<file path="config.mk">
export PLATFORM = sky130hd
export DESIGN_NAME = gpp_host_loader
export DESIGN_NICKNAME = d
export VERILOG_FILES = /design/src/rtl/gpp_host_loader_pkg.sv /design/src/rtl/gpp_run_timer.sv /design/src/rtl/gpp_host_loader.sv
export SDC_FILE = /design/constraint.sdc
export NUM_CORES = 1
export LEC_CHECK = 0
export CAP_MARGIN = 25
export CORE_ASPECT_RATIO = 0.5
export CORE_MARGIN = 2
export CORE_UTILIZATION = 25
export DETAILED_ROUTE_END_ITERATION = 12
export PLACE_DENSITY = 0.51
export SETUP_SLACK_MARGIN = 0.02
export SLEW_MARGIN = 20
export SYNTH_ARGS = -nofsm -noshare
export SYNTH_HDL_FRONTEND = slang
export SYNTH_SLANG_ARGS = --single-unit
</file>
<file path="constraint.sdc">
create_clock -name Clk -period 3.31 [get_ports Clk]
set_clock_uncertainty 0.1 [all_clocks]
set_input_delay 0.331 -clock Clk [delete_from_list [all_inputs] [get_ports Clk]]
set_output_delay 0.331 -clock Clk [all_outputs]
set_load 0.03 [all_outputs]
</file>
<file path="src/rtl/gpp_host_loader_pkg.sv">
// Shared definitions for the GPP host loader: widths, FSM encoding and
// header field helpers.
package gpp_host_loader_pkg;

    localparam int D_WIDTH  = 32;
    localparam int SA_WIDTH = 10;
    localparam int DEPTH    = 2 ** SA_WIDTH;

    // Header word layout: low half is the load count, high half the readback count
    localparam int HDR_N_LSB = 0;
    localparam int HDR_N_W   = 16;
    localparam int HDR_R_LSB = 16;
    localparam int HDR_R_W   = 16;

    typedef enum logic [2:0] {
        ST_IDLE     = 3'd0,
        ST_LOAD     = 3'd1,
        ST_RUN      = 3'd2,
        ST_RD_ISSUE = 3'd3,
        ST_RD_WAIT  = 3'd4,
        ST_RD_OUT   = 3'd5,
        ST_ERR      = 3'd6
    } gpp_state_e;

    function automatic logic [HDR_N_W-1:0] hdr_n(input logic [D_WIDTH-1:0] w);
        return w[HDR_N_LSB +: HDR_N_W];
    endfunction

    function automatic logic [HDR_R_W-1:0] hdr_r(input logic [D_WIDTH-1:0] w);
        return w[HDR_R_LSB +: HDR_R_W];
    endfunction

    // A header is rejected when the load image or the readback window would
    // run past the end of SRAM; this keeps all address arithmetic wrap-free.
    function automatic logic hdr_illegal(input logic [HDR_N_W-1:0] n,
                                         input logic [HDR_R_W-1:0] r,
                                         input int rb_base);
        return ({1'b0, n} > 17'(DEPTH)) || ({1'b0, r} > 17'(DEPTH - rb_base));
    endfunction

endpackage

</file>
<file path="src/rtl/gpp_run_timer.sv">
// RUN-phase watchdog: counts enabled cycles since the last clear and flags
// expiry so that the owner sees it on the TIMEOUT-th enabled cycle edge.
// TIMEOUT must be at least 2.
module gpp_run_timer #(
    parameter int TIMEOUT = 1_000_000
) (
    input  logic i_clk,
    input  logic i_rst_n,
    input  logic i_clear,
    input  logic i_enable,
    output logic o_expired
);
    localparam int CW = $clog2(TIMEOUT + 1);
    // The flag is raised one count early because it is itself registered
    localparam logic [CW-1:0] LAST = CW'(TIMEOUT - 2);
    localparam logic [CW-1:0] ONE  = CW'(1);

    logic [CW-1:0] r_count;
    logic          r_expired;

    // Cycle counter with saturating expiry flag
    always_ff @(posedge i_clk or negedge i_rst_n) begin
        if (!i_rst_n) begin
            r_count   <= '0;
            r_expired <= 1'b0;
        end else if (i_clear) begin
            r_count   <= '0;
            r_expired <= 1'b0;
        end else if (i_enable && !r_expired) begin
            r_count   <= r_count + ONE;
            r_expired <= (r_count == LAST);
        end else begin
            r_count   <= r_count;
            r_expired <= r_expired;
        end
    end

    assign o_expired = r_expired;

endmodule

</file>
<file path="src/rtl/gpp_host_loader.sv">
// Host-side front end owning SRAM port B of the GPP: loads an image from the
// host stream, runs the core until Done, then streams a result window back.
module gpp_host_loader
    import gpp_host_loader_pkg::*;
#(
    parameter logic [SA_WIDTH-1:0] RB_BASE = 10'h200,
    parameter int                  TIMEOUT = 1_000_000
) (
    input  logic                Clk,
    input  logic                Rst,
    input  logic [D_WIDTH-1:0]  H_di,
    input  logic                H_valid,
    output logic                H_ready,
    output logic [D_WIDTH-1:0]  H_do,
    output logic                H_ovalid,
    input  logic                H_oready,
    output logic [D_WIDTH-1:0]  M_di,
    output logic [SA_WIDTH-1:0] MI_Addr,
    output logic                M_enb,
    output logic                M_web,
    output logic                Rst_M,
    input  logic [D_WIDTH-1:0]  MO_do,
    output logic                Core_Rst,
    input  logic                Done,
    output logic                Busy,
    output logic                Err
);

    gpp_state_e          r_state;
    logic [15:0]         r_n;
    logic [15:0]         r_r;
    logic [15:0]         r_cnt;
    logic                r_h_ready;
    logic                r_h_ovalid;
    logic [D_WIDTH-1:0]  r_h_do;
    logic [D_WIDTH-1:0]  r_m_di;
    logic [SA_WIDTH-1:0] r_mi_addr;
    logic                r_m_enb;
    logic                r_m_web;
    logic                r_rst_m;
    logic                r_core_rst;
    logic                r_busy;
    logic                r_err;

    logic                w_h_acc;
    logic                w_o_acc;
    logic                w_run;
    logic                w_expired;
    logic [15:0]         w_hdr_n;
    logic [15:0]         w_hdr_r;
    logic                w_hdr_bad;
    logic [15:0]         w_cnt_nxt;
    logic [SA_WIDTH-1:0] w_rb_addr_nxt;

    assign w_h_acc       = H_valid & r_h_ready;
    assign w_o_acc       = r_h_ovalid & H_oready;
    assign w_run         = (r_state == ST_RUN);
    assign w_hdr_n       = hdr_n(H_di);
    assign w_hdr_r       = hdr_r(H_di);
    assign w_hdr_bad     = hdr_illegal(w_hdr_n, w_hdr_r, int'(RB_BASE));
    assign w_cnt_nxt     = r_cnt + 16'd1;
    assign w_rb_addr_nxt = RB_BASE + w_cnt_nxt[SA_WIDTH-1:0];

    gpp_run_timer #(
        .TIMEOUT (TIMEOUT)
    ) u_run_timer (
        .i_clk     (Clk),
        .i_rst_n   (Rst),
        .i_clear   (!w_run),
        .i_enable  (w_run),
        .o_expired (w_expired)
    );

    // Loader FSM with all host, SRAM and core-control outputs registered
    always_ff @(posedge Clk or negedge Rst) begin
        if (!Rst) begin
            r_state    <= ST_IDLE;
            r_n        <= 16'd0;
            r_r        <= 16'd0;
            r_cnt      <= 16'd0;
            r_h_ready  <= 1'b0;
            r_h_ovalid <= 1'b0;
            r_h_do     <= '0;
            r_m_di     <= '0;
            r_mi_addr  <= '0;
            r_m_enb    <= 1'b0;
            r_m_web    <= 1'b0;
            r_rst_m    <= 1'b1;
            r_core_rst <= 1'b1;
            r_busy     <= 1'b0;
            r_err      <= 1'b0;
        end else begin
            // SRAM init is only held across reset; port B strobes are one-shot
            r_rst_m <= 1'b0;
            r_m_enb <= 1'b0;
            r_m_web <= 1'b0;
            case (r_state)
                ST_IDLE: begin
                    r_h_ready  <= 1'b1;
                    r_core_rst <= 1'b1;
                    r_h_ovalid <= 1'b0;
                    if (w_h_acc) begin
                        r_n    <= w_hdr_n;
                        r_r    <= w_hdr_r;
                        r_cnt  <= 16'd0;
                        r_busy <= 1'b1;
                        if (w_hdr_bad) begin
                            r_state   <= ST_ERR;
                            r_err     <= 1'b1;
                            r_h_ready <= 1'b0;
                        end else if (w_hdr_n == 16'd0) begin
                            r_state    <= ST_RUN;
                            r_h_ready  <= 1'b0;
                            r_core_rst <= 1'b0;
                        end else begin
                            r_state <= ST_LOAD;
                        end
                    end else begin
                        r_busy <= 1'b0;
                    end
                end
                ST_LOAD: begin
                    if (w_h_acc) begin
                        r_m_enb   <= 1'b1;
                        r_m_web   <= 1'b1;
                        r_mi_addr <= r_cnt[SA_WIDTH-1:0];
                        r_m_di    <= H_di;
                        r_cnt     <= w_cnt_nxt;
                        if (w_cnt_nxt == r_n) begin
                            r_state    <= ST_RUN;
                            r_h_ready  <= 1'b0;
                            r_core_rst <= 1'b0;
                        end else begin
                            r_state <= ST_LOAD;
                        end
                    end else begin
                        r_state <= ST_LOAD;
                    end
                end
                ST_RUN: begin
                    // Done is checked first so it wins over a same-cycle timeout
                    if (Done) begin
                        r_core_rst <= 1'b1;
                        if (r_r == 16'd0) begin
                            r_state   <= ST_IDLE;
                            r_h_ready <= 1'b1;
                            r_busy    <= 1'b0;
                        end else begin
                            r_cnt     <= 16'd0;
                            r_state   <= ST_RD_ISSUE;
                            r_m_enb   <= 1'b1;
                            r_mi_addr <= RB_BASE;
                        end
                    end else if (w_expired) begin
                        r_state    <= ST_ERR;
                        r_err      <= 1'b1;
                        r_core_rst <= 1'b1;
                    end else begin
                        r_state <= ST_RUN;
                    end
                end
                ST_RD_ISSUE: begin
                    r_state <= ST_RD_WAIT;
                end
                ST_RD_WAIT: begin
                    r_h_do     <= MO_do;
                    r_h_ovalid <= 1'b1;
                    r_state    <= ST_RD_OUT;
                end
                ST_RD_OUT: begin
                    if (w_o_acc) begin
                        r_h_ovalid <= 1'b0;
                        r_cnt      <= w_cnt_nxt;
                        if (w_cnt_nxt == r_r) begin
                            r_state   <= ST_IDLE;
                            r_h_ready <= 1'b1;
                            r_busy    <= 1'b0;
                        end else begin
                            r_state   <= ST_RD_ISSUE;
                            r_m_enb   <= 1'b1;
                            r_mi_addr <= w_rb_addr_nxt;
                        end
                    end else begin
                        r_state <= ST_RD_OUT;
                    end
                end
                ST_ERR: begin
                    r_err      <= 1'b1;
                    r_core_rst <= 1'b1;
                    r_h_ready  <= 1'b0;
                    r_h_ovalid <= 1'b0;
                end
                default: begin
                    r_state    <= ST_ERR;
                    r_err      <= 1'b1;
                    r_core_rst <= 1'b1;
                    r_h_ready  <= 1'b0;
                    r_h_ovalid <= 1'b0;
                end
            endcase
        end
    end

    assign H_ready  = r_h_ready;
    assign H_ovalid = r_h_ovalid;
    assign H_do     = r_h_do;
    assign M_di     = r_m_di;
    assign MI_Addr  = r_mi_addr;
    assign M_enb    = r_m_enb;
    assign M_web    = r_m_web;
    assign Rst_M    = r_rst_m;
    assign Core_Rst = r_core_rst;
    assign Busy     = r_busy;
    assign Err      = r_err;

endmodule

</file>
==> metrics.md <==
| Metric | Value |
|---|---|
| Status | `completed` |
| Drt total wl | `about 22000 um` |
| Share of the synthesized area in the top cell type | `49.75%` |
| Final Util | `between 30% and 40%` |
| Reg2Reg Depth | `9` |
| GRT Util Overall | `14.17%` |
| Fraction of layout cells with a size suffix above 1 | `a little over a fifth` |
| Ys async rst share | `100.0%` |
| First-pass GRT wire length | `roughly 35000 um` |
| Worst Max-Slew Pin Slew | `~950 ps` |
| Switching pwr | `~3.5 mW` |
| Clk sinks | `about 150` |
| P_leak | `between 4 and 5 nW` |
| PwrDens | `~870 nW/um2` |
| Synth Cell Area | `approximately 7600 um2` |
| Fin Hold WS | `~360 ps` |
| Sw Share | `between 30 and 40%` |
| DRC | `0` |
| Seq cells post-synth | `around 150` |
| Max cap viols | `0` |
| Ant diodes | `0` |
| Worst R2R End | `Busy$_DFFE_PN0P_` |
| Via/cell ratio | `4.669` |
| Worst min-delay path class | `in2async` |
| Vias | `approximately 5800` |
| Drt pass-1 iters | `5` |
| Cell variety after synth | `65` |
| # setup viols final | `0` |
| Layout area overhead | `34.55%` |
| Number of max-slew violations in the final report | `0` |
| Number of global-route vias before repair | `about 6000` |
| Critical path endpoint | `Busy$_DFFE_PN0P_` |
| CP cell instances | `nand4_4, buf_4, nand2b_1, xnor2_1, or4_1, a2111oi_0, and4_1, a21o_1, a31oi_1` |
| Count of input and output buffers | `150` |
| Core ar. | `between 30000 and 40000 um2` |
| Comb pwr share | `between 40% and 50%` |
| Drt wl/cell | `around 17 um` |
| Req. time, crit path | `3510 ps` |
| Unrepaired setup endpoints after global routing | `false` |
| Critical Path AT | `between 3000 and 4000 ps` |
| H-Tree Depth | `4` |
| Largest net degree at the start of global routing | `69` |
| Synth Instances | `roughly 680` |
| Sequential power share | `34.4%` |
| CTS clk-pin slew, worst paths | `roughly 70 ps` |
| Number of synthesized flops with an enable pin | `0` |
| Hold Violations, Final | `0` |
| Worst-path fanout max | `10` |
| Ranking of synthesized cells by area | `dfrtp_1, mux2_2, xnor2_1` |
| Max clock buf depth | `2` |
| Setup TNS | `0 ps` |
| Num CTS Buffers | `17` |
| Hpwl dp | `16340 um` |
| Startpoint Class | `flip-flop` |
| Post-synthesis net count | `roughly 750` |
| Worst setup startpoint | `r_cnt[4]$_DFFE_PN0P_` |
| Die W | `251.3 um` |
| Crit Reg-Reg Startpoint | `r_cnt[4]$_DFFE_PN0P_` |
| Crit path largest cell delay | `530 ps` |
| Clk pwr share | `between 20% and 30%` |
| Slowest-stage cell, CP | `dfrtp_1` |
| Post-CTS sizing | `0` |
| Initial core utilization | `between 20% and 30%` |
| Final period util | `between 90% and 100%` |
| Peak Freq | `about 330 MHz` |
| Core Rows | `45` |
| Internal power | `between 5 and 6 mW` |
| Detail Route Antenna Nets | `0` |
| Final Total Pwr | `8.987 mW` |
| Die area | `between 30000 and 40000 um2` |
| CTS root buffer | `clkbuf_16` |
| Fillers | `between 3000 and 4000` |
| Post-synthesis area per instance | `approximately 11 um2` |
| Seq/Total Area, Yosys | `50.44%` |
| Relative slew slack | `36.82%` |
| Top Ports | `about 150` |
| Worst vdd ir | `~0.39 mV` |
| Gp weighted congestion | `about 0.89` |
| CP Class | `reg2reg` |
| Placed Cells | `~1200` |
| CTS tree | `yes` |
| Final nets | `approximately 910` |
| Final Critical Period | `~3000 ps` |
| Synth Warn # | `0` |
| Non-Filler Instances | `about 1200` |
| Clock Latency Late Sink | `between 400 and 500 ps` |
| Initial antenna violation count | `0` |
| Critical path endpoint category | `flip-flop` |
| 1st-iter DRT viols | `about 380` |
| Cell taking the most area after synthesis | `dfrtp_1` |
| Overflow left after global routing | `0` |
| Most used DFF post-synth | `dfrtp_1` |
| R2r setup slk | `240 ps` |
| Die height | `about 130 um` |
## power by group through the flow
stage          logic, mW  registers [mW]  clock network [mW]
3_3_place_gp        3.93            3.10                   0
2_1_floorplan       1.69            3.79                   0
4_1_cts             3.97            3.09                2.02
6_report            3.93            3.09                1.96
3_5_place_dp        3.95            3.11                   0
5_1_grt             4.22            3.18                2.11
## cell type report
| type | instances | area [um2] | area share, % |
|---|---|---|---|
| flip-flops and latches | 154 | 3856 | 37.49 |
| well taps | 399 | 499.2 | 4.853 |
| clock inverters | 13 | 133.9 | 1.302 |
| repair buffers | 177 | 1720 | 16.73 |
| multi-input cells | 477 | 3593 | 34.94 |
| inverters | 8 | 30.03 | 0.2919 |
| clock buffers | 19 | 452.9 | 4.403 |
## cell families (layout without fill, tap and decap cells)
family / count (synthesis) / after routing / share of synthesized area [%]
and+or+nand+nor: 200 / 200 / 13.94
DFF: 154 / 154 / 50.44
AOI/OAI and AO/OA: 106 / 106 / 8.658
muxes: 106 / 106 / 16.06
xor gates and xnor gates: 61 / 61 / 7.709
buffers and inverters: 46 / 217 / 2.651
adders and majority gates: 3 / 3 / 0.4911
other: 1 / 1 / 0.04905
## flip-flops by register name (all words and copies together) (netlist names), 3 cells and up
| name | count |
|---|---|
| M_di | 32 |
| MI_Addr | 10 |
| H_do | 32 |
| r_r | 16 |
| u_run_timer.r_count | 20 |
| r_cnt | 16 |
| r_state | 3 |
| r_n | 16 |
## stage by stage
| stage | setup WS (ps) | cell area (um2) |
|---|---|---|
| 4_1_cts | 213.9 | 10290 |
| 6_report | 242.8 | 10290 |
| 2_1_floorplan | 324.6 | 7645 |
| 3_5_place_dp | 232.4 | 9689 |
| 3_3_place_gp | 340.6 | 9689 |
| 5_1_grt | 57.33 | 10290 |
## layout by cell type, fill, tap and decap left out, types with 2 or more instances in the layout
| cell | instances |
|---|---|
| dfrtp_1 | 152 |
| clkdlybuf4s50_1 | 149 |
| mux2_2 | 96 |
| nor2_1 | 63 |
| o21ai_0 | 44 |
| xnor2_1 | 39 |
| nand2_1 | 34 |
| buf_4 | 25 |
| nand3_1 | 20 |
| a21oi_1 | 19 |
| xor2_1 | 18 |
| clkbuf_16 | 17 |
| o31ai_1 | 16 |
| nor4_1 | 13 |
| nand4_1 | 11 |
| nor3_1 | 10 |
| mux2_4 | 9 |
| inv_1 | 8 |
| or3_1 | 7 |
| nand2b_1 | 6 |
| a21o_1 | 5 |
| or4_1 | 5 |
| clkinvlp_4 | 5 |
| a31oi_1 | 4 |
| and2_1 | 4 |
| nor2b_1 | 4 |
| xnor3_1 | 4 |
| nor4_2 | 3 |
| and3_1 | 3 |
| ha_1 | 3 |
| inv_6 | 3 |
| dfstp_2 | 2 |
| a221o_1 | 2 |
| and4_1 | 2 |
| nor3_2 | 2 |
| or2_2 | 2 |
| clkinv_4 | 2 |
| inv_8 | 2 |
| clkbuf_8 | 2 |
## routing by layer
metal	GRT usage (%)	share of wire [%]
met3	3.411	3.9
met4	3.992	1.3
met2	21.69	45
met1	19.99	49
met5	0	0
## synthesized netlist by cell type, types with 2 or more instances
| master | count |
|---|---|
| dfrtp_1 | 152 |
| nor4_2 | 3 |
| o21ai_0 | 44 |
| ha_1 | 3 |
| nor2_1 | 64 |
| clkbuf_1 | 22 |
| or4_1 | 5 |
| xnor2_1 | 39 |
| nand2b_1 | 6 |
| or2_2 | 2 |
| mux2_4 | 9 |
| buf_1 | 4 |
| buf_6 | 2 |
| xor2_1 | 18 |
| nor4_1 | 13 |
| or3_1 | 7 |
| and2_1 | 4 |
| mux2_2 | 96 |
| nand4_1 | 11 |
| and4_1 | 2 |
| a221o_1 | 2 |
| inv_1 | 8 |
| nand3_1 | 20 |
| and3_1 | 3 |
| a21o_1 | 5 |
| nor3_1 | 11 |
| buf_2 | 8 |
| nor2b_1 | 4 |
| a21oi_1 | 19 |
| o31ai_1 | 16 |
| dfstp_2 | 2 |
| nand2_1 | 34 |
| xnor3_1 | 4 |
| a31oi_1 | 4 |
## worst max-delay path: cells and delay by family (launching register included)
| kind | cells | cell delay [ps] |
|---|---|---|
| AO/OA/AOI/OAI | 3 | 650 |
| XOR/XNOR | 1 | 150 |
| AND/OR/NAND/NOR | 4 | 1260 |
| buffers and inverters | 1 | 240 |
| flip-flops | 1 | 530 |
## what timing repair did
item	in CTS	in global routing
buffers inserted	0	0
hold endpoints to repair	65	0
hold buffers	1	0
setup endpoints to repair	0	0
## how the worst min path moves through the flow
| stage | startpoint | end | slack [ps] | cells past startpoint |
|---|---|---|---|---|
| 2_1_floorplan | Rst | Busy$_DFFE_PN0P_ | -60 | 0 |
| 3_3_place_gp | Rst | M_di[14]$_DFFE_PN0P_ | 290 | 1 |
| 3_5_place_dp | Rst | M_di[14]$_DFFE_PN0P_ | 290 | 1 |
| 4_1_cts | MO_do[24] | H_do[24]$_DFFE_PN0P_ | 370 | 2 |
| 5_1_grt | MO_do[25] | H_do[25]$_DFFE_PN0P_ | 380 | 2 |
| 6_report | Rst | M_di[1]$_DFFE_PN0P_ | 360 | 2 |
(Power assumes the default switching activity.)
